--- src/rtl/ipa_seq_pkg.sv ---
// Shared opcodes and FSM state encoding for the IPA PE instruction sequencer.
// The optional hardware loop is enabled by defining IPA_SEQ_HWLOOP_EN.
package ipa_seq_pkg;

    localparam logic [4:0] OPC_NOP     = 5'b00000;
    localparam logic [4:0] OPC_JUMP    = 5'b10100;
    localparam logic [4:0] OPC_BRANCH  = 5'b10011;
    localparam logic [4:0] OPC_RESTART = 5'b11110;
    localparam logic [4:0] OPC_EXIT    = 5'b11111;
    localparam logic [4:0] OPC_STORE   = 5'b00111;
    localparam logic [4:0] OPC_LOAD    = 5'b01001;
    localparam logic [4:0] OPC_LOOPEND = 5'b10101;

    typedef enum logic [2:0] {
        IDLE,
        PRIME,
        RUN,
        NOPWAIT,
        LSREQ,
        LSWAIT
    } seq_state_e;

endpackage

--- src/rtl/ipa_pe_sequencer_if.sv ---
// Instruction-memory, condition/stall, issue and load/store signals of one PE sequencer.
// The master modport is the sequencer side; slave is the memory/datapath/array side.
interface ipa_pe_sequencer_if #(
    parameter int NB_PE   = 16,
    parameter int INST_W  = 20,
    parameter int IADDR_W = 7
) ();

    logic                Start_I;
    logic [IADDR_W-1:0]  Inst_Addr_O;
    logic                Inst_Req_O;
    logic [INST_W-1:0]   Inst_Data_I;
    logic [NB_PE-1:0]    Cond_In_I;
    logic [NB_PE-1:0]    Stall_In_I;
    logic                Issue_Valid_O;
    logic [INST_W-1:0]   Issue_Inst_O;
    logic                Ls_Req_O;
    logic                Ls_We_O;
    logic                Ls_Gnt_I;
    logic                Ls_Rvalid_I;
    logic                Stall_Out_O;
    logic                Busy_O;
    logic                End_Exec_O;

    modport master (
        input  Start_I, Inst_Data_I, Cond_In_I, Stall_In_I, Ls_Gnt_I, Ls_Rvalid_I,
        output Inst_Addr_O, Inst_Req_O, Issue_Valid_O, Issue_Inst_O,
               Ls_Req_O, Ls_We_O, Stall_Out_O, Busy_O, End_Exec_O
    );

    modport slave (
        output Start_I, Inst_Data_I, Cond_In_I, Stall_In_I, Ls_Gnt_I, Ls_Rvalid_I,
        input  Inst_Addr_O, Inst_Req_O, Issue_Valid_O, Issue_Inst_O,
               Ls_Req_O, Ls_We_O, Stall_Out_O, Busy_O, End_Exec_O
    );

endinterface

--- src/rtl/ipa_seq_nop_counter.sv ---
// Loadable down-counter for multi-cycle NOPs; Freeze holds the count during global stalls.
// Last flags the final wait cycle so the sequencer can return to RUN.
module ipa_seq_nop_counter #(
    parameter int W = 5
) (
    input  logic         Clk,
    input  logic         Reset,
    input  logic         Load,
    input  logic [W-1:0] Load_Val,
    input  logic         Freeze,
    output logic         Last
);

    logic [W-1:0] count_reg;

    always_ff @(posedge Clk or posedge Reset) begin
        if (Reset) begin
            count_reg <= '0;
        end else if (Load) begin
            count_reg <= Load_Val;
        end else if (!Freeze && (count_reg != '0)) begin
            count_reg <= count_reg - W'(1);
        end
    end

    assign Last = (count_reg == W'(1));

endmodule

--- src/rtl/ipa_pe_sequencer.sv ---
// Per-PE instruction sequencer: fetch/decode, next-PC, NOP wait, LS handshake and issue.
// Define IPA_SEQ_HWLOOP_EN to add the single-level LOOPEND hardware loop (LOOP_W count).
module ipa_pe_sequencer
    import ipa_seq_pkg::*;
#(
    parameter int NB_PE   = 16,
    parameter int INST_W  = 20,
    parameter int IADDR_W = 7,
    parameter int NOP_W   = 5
`ifdef IPA_SEQ_HWLOOP_EN
    ,
    parameter int LOOP_W  = 8
`endif
) (
    input  logic               Clk,
    input  logic               Reset,
    ipa_pe_sequencer_if.master bus
);

    seq_state_e          state_reg, state_next;
    logic [IADDR_W-1:0]  pc_reg, pc_next, pc_inc;
    logic                is_store_reg, is_store_next;

    logic [INST_W-1:0]   inst_data;
    logic [NB_PE-1:0]    cond_vec, stall_vec;
    logic                glob_cond, glob_stall;

    logic [4:0]          opcode;
    logic [NOP_W-1:0]    op_nop_n;
    logic [IADDR_W-1:0]  tgt_a, tgt_b;

    logic                nop_load, nop_freeze, nop_last;
    logic [NOP_W-1:0]    nop_load_val;

    logic [IADDR_W-1:0]  inst_addr;
    logic                inst_req, issue_valid, ls_req, stall_out, end_exec;

    assign inst_data  = bus.Inst_Data_I;
    assign cond_vec   = bus.Cond_In_I;
    assign stall_vec  = bus.Stall_In_I;
    assign glob_cond  = |cond_vec;
    assign glob_stall = |stall_vec;

    assign opcode   = inst_data[4:0];
    assign op_nop_n = inst_data[5 +: NOP_W];
    assign tgt_a    = inst_data[5 +: IADDR_W];
    assign tgt_b    = inst_data[5 + IADDR_W +: IADDR_W];
    assign pc_inc   = pc_reg + IADDR_W'(1);

`ifdef IPA_SEQ_HWLOOP_EN
    logic [LOOP_W-1:0]   loop_cnt_reg, loop_cnt_next, op_loop_cnt;

    assign op_loop_cnt = inst_data[5 + IADDR_W +: LOOP_W];

    always_ff @(posedge Clk or posedge Reset) begin
        if (Reset) begin
            loop_cnt_reg <= '0;
        end else begin
            loop_cnt_reg <= loop_cnt_next;
        end
    end
`endif

    always_ff @(posedge Clk or posedge Reset) begin
        if (Reset) begin
            state_reg    <= IDLE;
            pc_reg       <= '0;
            is_store_reg <= 1'b0;
        end else begin
            state_reg    <= state_next;
            pc_reg       <= pc_next;
            is_store_reg <= is_store_next;
        end
    end

    // The NOP counter only runs while waiting and never while the array is stalled.
    assign nop_freeze = glob_stall || (state_reg != NOPWAIT);

    ipa_seq_nop_counter #(
        .W (NOP_W)
    ) u_nop_counter (
        .Clk      (Clk),
        .Reset    (Reset),
        .Load     (nop_load),
        .Load_Val (nop_load_val),
        .Freeze   (nop_freeze),
        .Last     (nop_last)
    );

    always_comb begin
        state_next    = state_reg;
        pc_next       = pc_reg;
        is_store_next = is_store_reg;
        inst_addr     = '0;
        inst_req      = 1'b0;
        issue_valid   = 1'b0;
        ls_req        = 1'b0;
        stall_out     = 1'b0;
        end_exec      = 1'b0;
        nop_load      = 1'b0;
        nop_load_val  = op_nop_n - NOP_W'(1);
`ifdef IPA_SEQ_HWLOOP_EN
        loop_cnt_next = loop_cnt_reg;
`endif

        case (state_reg)
            IDLE: begin
                if (bus.Start_I) begin
                    state_next = PRIME;
                    pc_next    = '0;
`ifdef IPA_SEQ_HWLOOP_EN
                    loop_cnt_next = '0;
`endif
                end
            end

            PRIME: begin
                inst_addr  = pc_reg;
                inst_req   = 1'b1;
                state_next = RUN;
            end

            RUN: begin
                inst_req  = 1'b1;
                inst_addr = pc_reg;
                if (!glob_stall) begin
                    pc_next = pc_inc;
                    case (opcode)
                        OPC_NOP: begin
                            if (op_nop_n > NOP_W'(1)) begin
                                nop_load   = 1'b1;
                                state_next = NOPWAIT;
                            end
                        end
                        OPC_JUMP:    pc_next = tgt_a;
                        OPC_BRANCH:  pc_next = glob_cond ? tgt_a : tgt_b;
                        OPC_RESTART: pc_next = '0;
                        OPC_EXIT: begin
                            end_exec   = 1'b1;
                            inst_req   = 1'b0;
                            pc_next    = '0;
                            state_next = IDLE;
`ifdef IPA_SEQ_HWLOOP_EN
                            loop_cnt_next = '0;
`endif
                        end
                        OPC_STORE: begin
                            issue_valid   = 1'b1;
                            is_store_next = 1'b1;
                            state_next    = LSREQ;
                        end
                        OPC_LOAD: begin
                            issue_valid   = 1'b1;
                            is_store_next = 1'b0;
                            state_next    = LSREQ;
                        end
`ifdef IPA_SEQ_HWLOOP_EN
                        OPC_LOOPEND: begin
                            // First visit arms the counter; the pass that sees 1 falls through.
                            if (loop_cnt_reg == '0) begin
                                if (op_loop_cnt > LOOP_W'(1)) begin
                                    loop_cnt_next = op_loop_cnt - LOOP_W'(1);
                                    pc_next       = tgt_a;
                                end
                            end else if (loop_cnt_reg > LOOP_W'(1)) begin
                                loop_cnt_next = loop_cnt_reg - LOOP_W'(1);
                                pc_next       = tgt_a;
                            end else begin
                                loop_cnt_next = '0;
                            end
                        end
`else
                        OPC_LOOPEND: issue_valid = 1'b1;
`endif
                        default:     issue_valid = 1'b1;
                    endcase
                    // Address the successor now so its word arrives next cycle: no bubble.
                    inst_addr = pc_next;
                end
            end

            NOPWAIT: begin
                inst_req  = 1'b1;
                inst_addr = pc_reg;
                if (!glob_stall && nop_last) begin
                    state_next = RUN;
                end
            end

            LSREQ: begin
                inst_req  = 1'b1;
                inst_addr = pc_reg;
                ls_req    = 1'b1;
                stall_out = 1'b1;
                if (bus.Ls_Gnt_I) begin
                    state_next = is_store_reg ? RUN : LSWAIT;
                end
            end

            LSWAIT: begin
                inst_req  = 1'b1;
                inst_addr = pc_reg;
                stall_out = 1'b1;
                if (bus.Ls_Rvalid_I) begin
                    state_next = RUN;
                end
            end

            default: state_next = IDLE;
        endcase
    end

    assign bus.Inst_Addr_O   = inst_addr;
    assign bus.Inst_Req_O    = inst_req;
    assign bus.Issue_Valid_O = issue_valid;
    assign bus.Issue_Inst_O  = issue_valid ? inst_data : '0;
    assign bus.Ls_Req_O      = ls_req;
    assign bus.Ls_We_O       = ls_req & is_store_reg;
    assign bus.Stall_Out_O   = stall_out;
    assign bus.Busy_O        = (state_reg != IDLE);
    assign bus.End_Exec_O    = end_exec;

endmodule

--- src/flat_wrapper.sv ---
// flat-port wrapper written by rule: the top's interface ports become plain ports
module ipa_pe_sequencer_flat import ipa_seq_pkg::*;
#(
    parameter int NB_PE   = 16,
    parameter int INST_W  = 20,
    parameter int IADDR_W = 7,
    parameter int NOP_W   = 5

)
  (Clk, Reset, bus_Start_I, bus_Inst_Data_I, bus_Cond_In_I, bus_Stall_In_I, bus_Ls_Gnt_I, bus_Ls_Rvalid_I, bus_Inst_Addr_O, bus_Inst_Req_O, bus_Issue_Valid_O, bus_Issue_Inst_O, bus_Ls_Req_O, bus_Ls_We_O, bus_Stall_Out_O, bus_Busy_O, bus_End_Exec_O);
  ipa_pe_sequencer_if #(.NB_PE(NB_PE), .INST_W(INST_W), .IADDR_W(IADDR_W)) bus_i ();
  input  logic Clk;
  input  logic Reset;
  input wire logic [$bits(bus_i.Start_I)-1:0] bus_Start_I;
  input wire logic [$bits(bus_i.Inst_Data_I)-1:0] bus_Inst_Data_I;
  input wire logic [$bits(bus_i.Cond_In_I)-1:0] bus_Cond_In_I;
  input wire logic [$bits(bus_i.Stall_In_I)-1:0] bus_Stall_In_I;
  input wire logic [$bits(bus_i.Ls_Gnt_I)-1:0] bus_Ls_Gnt_I;
  input wire logic [$bits(bus_i.Ls_Rvalid_I)-1:0] bus_Ls_Rvalid_I;
  output wire logic [$bits(bus_i.Inst_Addr_O)-1:0] bus_Inst_Addr_O;
  output wire logic [$bits(bus_i.Inst_Req_O)-1:0] bus_Inst_Req_O;
  output wire logic [$bits(bus_i.Issue_Valid_O)-1:0] bus_Issue_Valid_O;
  output wire logic [$bits(bus_i.Issue_Inst_O)-1:0] bus_Issue_Inst_O;
  output wire logic [$bits(bus_i.Ls_Req_O)-1:0] bus_Ls_Req_O;
  output wire logic [$bits(bus_i.Ls_We_O)-1:0] bus_Ls_We_O;
  output wire logic [$bits(bus_i.Stall_Out_O)-1:0] bus_Stall_Out_O;
  output wire logic [$bits(bus_i.Busy_O)-1:0] bus_Busy_O;
  output wire logic [$bits(bus_i.End_Exec_O)-1:0] bus_End_Exec_O;
  assign bus_i.Start_I = bus_Start_I;
  assign bus_i.Inst_Data_I = bus_Inst_Data_I;
  assign bus_i.Cond_In_I = bus_Cond_In_I;
  assign bus_i.Stall_In_I = bus_Stall_In_I;
  assign bus_i.Ls_Gnt_I = bus_Ls_Gnt_I;
  assign bus_i.Ls_Rvalid_I = bus_Ls_Rvalid_I;
  assign bus_Inst_Addr_O = bus_i.Inst_Addr_O;
  assign bus_Inst_Req_O = bus_i.Inst_Req_O;
  assign bus_Issue_Valid_O = bus_i.Issue_Valid_O;
  assign bus_Issue_Inst_O = bus_i.Issue_Inst_O;
  assign bus_Ls_Req_O = bus_i.Ls_Req_O;
  assign bus_Ls_We_O = bus_i.Ls_We_O;
  assign bus_Stall_Out_O = bus_i.Stall_Out_O;
  assign bus_Busy_O = bus_i.Busy_O;
  assign bus_End_Exec_O = bus_i.End_Exec_O;
  ipa_pe_sequencer #(.NB_PE(NB_PE), .INST_W(INST_W), .IADDR_W(IADDR_W), .NOP_W(NOP_W)) u_core (.Clk(Clk), .Reset(Reset), .bus(bus_i));
endmodule
--- config.mk ---
export PLATFORM = sky130hd
export DESIGN_NAME = ipa_pe_sequencer_flat
export DESIGN_NICKNAME = d
export VERILOG_FILES = /design/src/rtl/ipa_seq_pkg.sv /design/src/rtl/ipa_pe_sequencer_if.sv /design/src/rtl/ipa_seq_nop_counter.sv /design/src/rtl/ipa_pe_sequencer.sv /design/src/flat_wrapper.sv
export SDC_FILE = /design/constraint.sdc
export NUM_CORES = 1
export LEC_CHECK = 0
export CORE_MARGIN = 5
export CORE_UTILIZATION = 42
export CTS_CLUSTER_DIAMETER = 50
export CTS_CLUSTER_SIZE = 10
export DETAILED_ROUTE_END_ITERATION = 8
export PLACE_DENSITY = 0.82
export SLEW_MARGIN = 15
export SYNTH_ARGS = -nofsm -noshare
export SYNTH_HDL_FRONTEND = slang
export SYNTH_HIERARCHICAL = 1
export SYNTH_SLANG_ARGS = --single-unit
--- constraint.sdc ---
create_clock -name Clk -period 2.34 [get_ports Clk]
set_input_delay 0.234 -clock Clk [delete_from_list [all_inputs] [get_ports Clk]]
set_output_delay 0.234 -clock Clk [all_outputs]
set_load 0.02 [all_outputs]
==> flow_summary_export.csv <==
group,metric,value,unit
detailed_routing,drcViolationCount,0,
detailed_routing,via_count,2941,
pwr,peakVddDrop,0.284,mV
cells_and_area,finalNonFillerCells,461,
place,hpwlAfterDp,5800,microns
cells_and_area,design_area,3620,sq um
min_path,hp-class,"input port to asynchronous set/reset pin",
setup_path,crit_buf_inv,4,
logic_synthesis,synth_edf_count,0,
grt,grt_pass1_wl,12300,microns
sta,fmax,0.417,GHz
clock_tree,clk_pin_slew_worst_paths,0.06,ns
setup_path,max_stage_delay,0.46,ns
logic_synthesis,ys_ff_latch,16,
cells_and_area,finish.utilization,0.831,
clock_tree,cts.sinks,16,
clock_tree,ctsHoldBuffers,0,
place,preCtsSetupSlack,-0.689,ns
detailed_routing,wl_per_cell,21.0,microns
die,die_area,5930,sq um
logic_synthesis,syn_inst,260,
pwr,combPwrFrac,0.494,
detailed_routing,finalWirelength,9670,microns
logic_synthesis,syn_area,1890,sq um
clock_tree,clkLatencyLatePin,0.25,ns
grt,grt_usage,0.248,
pwr,power_leakage,1.86,nW
sta,setup_viol,11,
setup_path,worstPathCellList,"clkdlybuf4s50_1 -> nor4_4 -> and4_4 -> buf_6 -> nand2_4 -> nor3_4 -> buf_6 -> and2_1 -> buf_2",
setup_path,critPathKind,"input port to output pin",
die,placeableCoreArea,4350,sq um
logic_synthesis,synthArstFlopShare,1.00,
logic_synthesis,yosysSeqAreaShare,0.212,
die,start_util,0.433,
cells_and_area,largest_reg_flops,7,
die,rows,24,
cells_and_area,fin_nets,473,
sta,clock_skew,0.00936,ns
sta,fin_crit,2.40,ns
pwr,p_per_area,279,nW/um^2
detailed_routing,antenna_left,0,
pwr,swShare,0.375,
setup_path,path_common_cell,"buf_6",
die,io_pins,91,
logic_synthesis,yosysUniqueCellTypes,57,
logic_synthesis,ys.flop_type,"dfrtp_1",
setup_path,end_kind,"output pin",
clock_tree,cts_buffers,3,
setup_path,crit_arrival,2.17,ns
sta,finalHoldViolCount,0,
grt,grt_pass1_vias,2670,
setup_path,cp_num_cells,9,
sta,relSlewSlack,0.537,
place,io_buffers,90,
place,placedCellCount,440,
clock_tree,h-tree-depth,1,
pwr,net-switching-power,0.379,mW
clock_tree,clock_path_buffers,2,
grt,grt_max_degree,18,
cells_and_area,syn_to_final_growth,91.9,%
outcome,outcome,"finished, violations left",
place,place_area,3160,sq um
cells_and_area,antennaDiodeCount,0,
job,maxCapViolCount,0,
cells_and_area,drive_above_1_share,0.367,
sta,post-route-period-util,1.03,
sta,fin_tns_setup,-0.262,ns
grt,antenna_found_initial,0,
pwr,seqPwrFrac,0.297,
setup_path,startpoint_type,"input port",
sta,drv_slew,0,
outcome,violations,"setup timing",
setup_path,reg2reg_depth,6,
die,fp.dieH,77.0,microns
detailed_routing,drtPass1Iterations,6,
logic_synthesis,yosysWarnings,6,
sta,tightestPinTransition,0.685,ns
clock_tree,cts_tree,"done",
setup_path,cp.required,2.11,ns
detailed_routing,via_per_inst,6.38,
logic_synthesis,avgSynthCellArea,7.25,sq um
setup_path,cp_top_family,"simple AND/OR/NAND/NOR gates",
setup_path,crit_path_max_fanout,5,
clock_tree,clock-root-buffer,"clkbuf_8",
detailed_routing,dr.first_iter.drc_count,480,
setup_path,cp_slowest_cell,"clkdlybuf4s50_1",
logic_synthesis,synth_nets,322,
place,place_congestion,0.880,
pwr,p_clk_frac,0.209,
die,fp.dieW,77.0,microns
grt,grt_overflow_total,0,
pwr,power.internal,0.631,mW
sta,setup_ws,-0.0601,ns
## placed cells by master (no fill, tap or decap), types with 7 or more instances in the layout
cell type        netlist  layout
buf_4                  1      64
a21oi_1               16      10
nor4_4                 0       8
dfrtp_1               16      16
nor2_1                24      20
o21ai_0               21      15
clkdlybuf4s50_1        0      33
buf_2                  4      15
dlymetal6s2s_1         0      21
and2_1                16      16
nand2_1               26      26
buf_6                  2      15
mux2i_1                7       7
inv_1                 15      15
## final cells by class
type                    instances  area (sq um)
fillers                       242           736
repair buffers                158          1430
inverters                      15          56.3
clock buffers                   3          41.3
well taps                      52          65.1
multi-input cells             217          1630
flip-flops and latches         16           400
## metal layers
| layer | share of wire | wire, microns | up-vias | global-route usage |
|---|---|---|---|---|
| li1 | - | - | 1248 | - |
| met1 | 0.34 | 3290 | 1350 | 0.284 |
| met2 | 0.49 | 4730 | 270 | 0.473 |
| met3 | 0.10 | 1010 | 73 | 0.0468 |
| met4 | 0.065 | 629 | 0 | 0.0464 |
| met5 | 0 | 0 | - | 0 |
## what timing repair did
item,4_1_cts,5_1_grt
cloned,0,2
pin swaps,10,23
resized for setup,154,87
setup endpoints to repair,33,36
setup buffers,9,7
## worst paths after layout
path | from | endpoint | slack, ns
hold / removal | Reset | u_core/u_nop_counter/count_reg[0]$_DFFE_PP0P_ | 0.23
hold reg to reg | u_core/pc_reg[5]$_DFFE_PP0P_ | u_core/pc_reg[5]$_DFFE_PP0P_ | 0.54
max in group asynchronous | Reset | u_core/pc_reg[2]$_DFFE_PP0P_ | 1.69
min in group Clk | u_core/pc_reg[5]$_DFFE_PP0P_ | u_core/pc_reg[5]$_DFFE_PP0P_ | 0.54
setup reg to reg | u_core/state_reg[1]$_DFFE_PP0P_ | u_core/u_nop_counter/count_reg[3]$_DFFE_PP0P_ | 0.09
setup / recovery | bus_Stall_In_I[9] | bus_Issue_Inst_O[19] | -0.06
## cells by family after synthesis
kind of cell	Yosys count	synth area share
and+or+nand+nor	125	0.367
adders and majority gates	5	0.0332
muxes	7	0.0372
AOI/OAI and AO/OA	72	0.247
xor gates and xnor gates	8	0.0372
DFF	16	0.212
buffers and inverters	27	0.0664
## power by group through the flow
stage / Sequential [mW] / Combinational (mW) / Clock, mW
3_5_place_dp: 0.302 / 0.424 / 0
4_1_cts: 0.297 / 0.426 / 0.211
6_report: 0.299 / 0.498 / 0.211
3_3_place_gp: 0.301 / 0.416 / 0
5_1_grt: 0.301 / 0.521 / 0.225
2_1_floorplan: 0.305 / 0.206 / 0
## synthesized netlist by cell type (all sizes together) (2+ instances only)
library cell | count | area share
mux2i | 7 | 0.037
nand4 | 3 | 0.010
nor3b | 2 | 0.0080
and3 | 2 | 0.0066
nor4 | 12 | 0.040
a211oi | 3 | 0.012
buf | 8 | 0.029
xnor2 | 3 | 0.014
ha | 5 | 0.033
inv | 15 | 0.030
and2 | 16 | 0.053
o22ai | 5 | 0.017
or3 | 6 | 0.023
a21o | 4 | 0.017
dfrtp | 16 | 0.21
nor2 | 24 | 0.048
nand2 | 27 | 0.055
a31oi | 2 | 0.0066
clkbuf | 4 | 0.0080
or3b | 2 | 0.0093
nand3 | 8 | 0.021
nand2b | 3 | 0.010
o211ai | 2 | 0.0080
nor2b | 3 | 0.010
xor2 | 5 | 0.023
o21a | 3 | 0.012
nor4b | 2 | 0.0093
a2bb2oi | 3 | 0.014
o21ai | 23 | 0.061
nor3 | 10 | 0.040
a21oi | 16 | 0.042
## stage by stage
stage	total power [mW]	hold WS (ns)
detailed placement	0.726	0.483
finish	1.01	0.229
CTS	0.934	0.228
global route	1.05	0.248
floorplan	0.512	0.0125
global placement	0.717	0.477
Power figures use the tool's default switching activity.
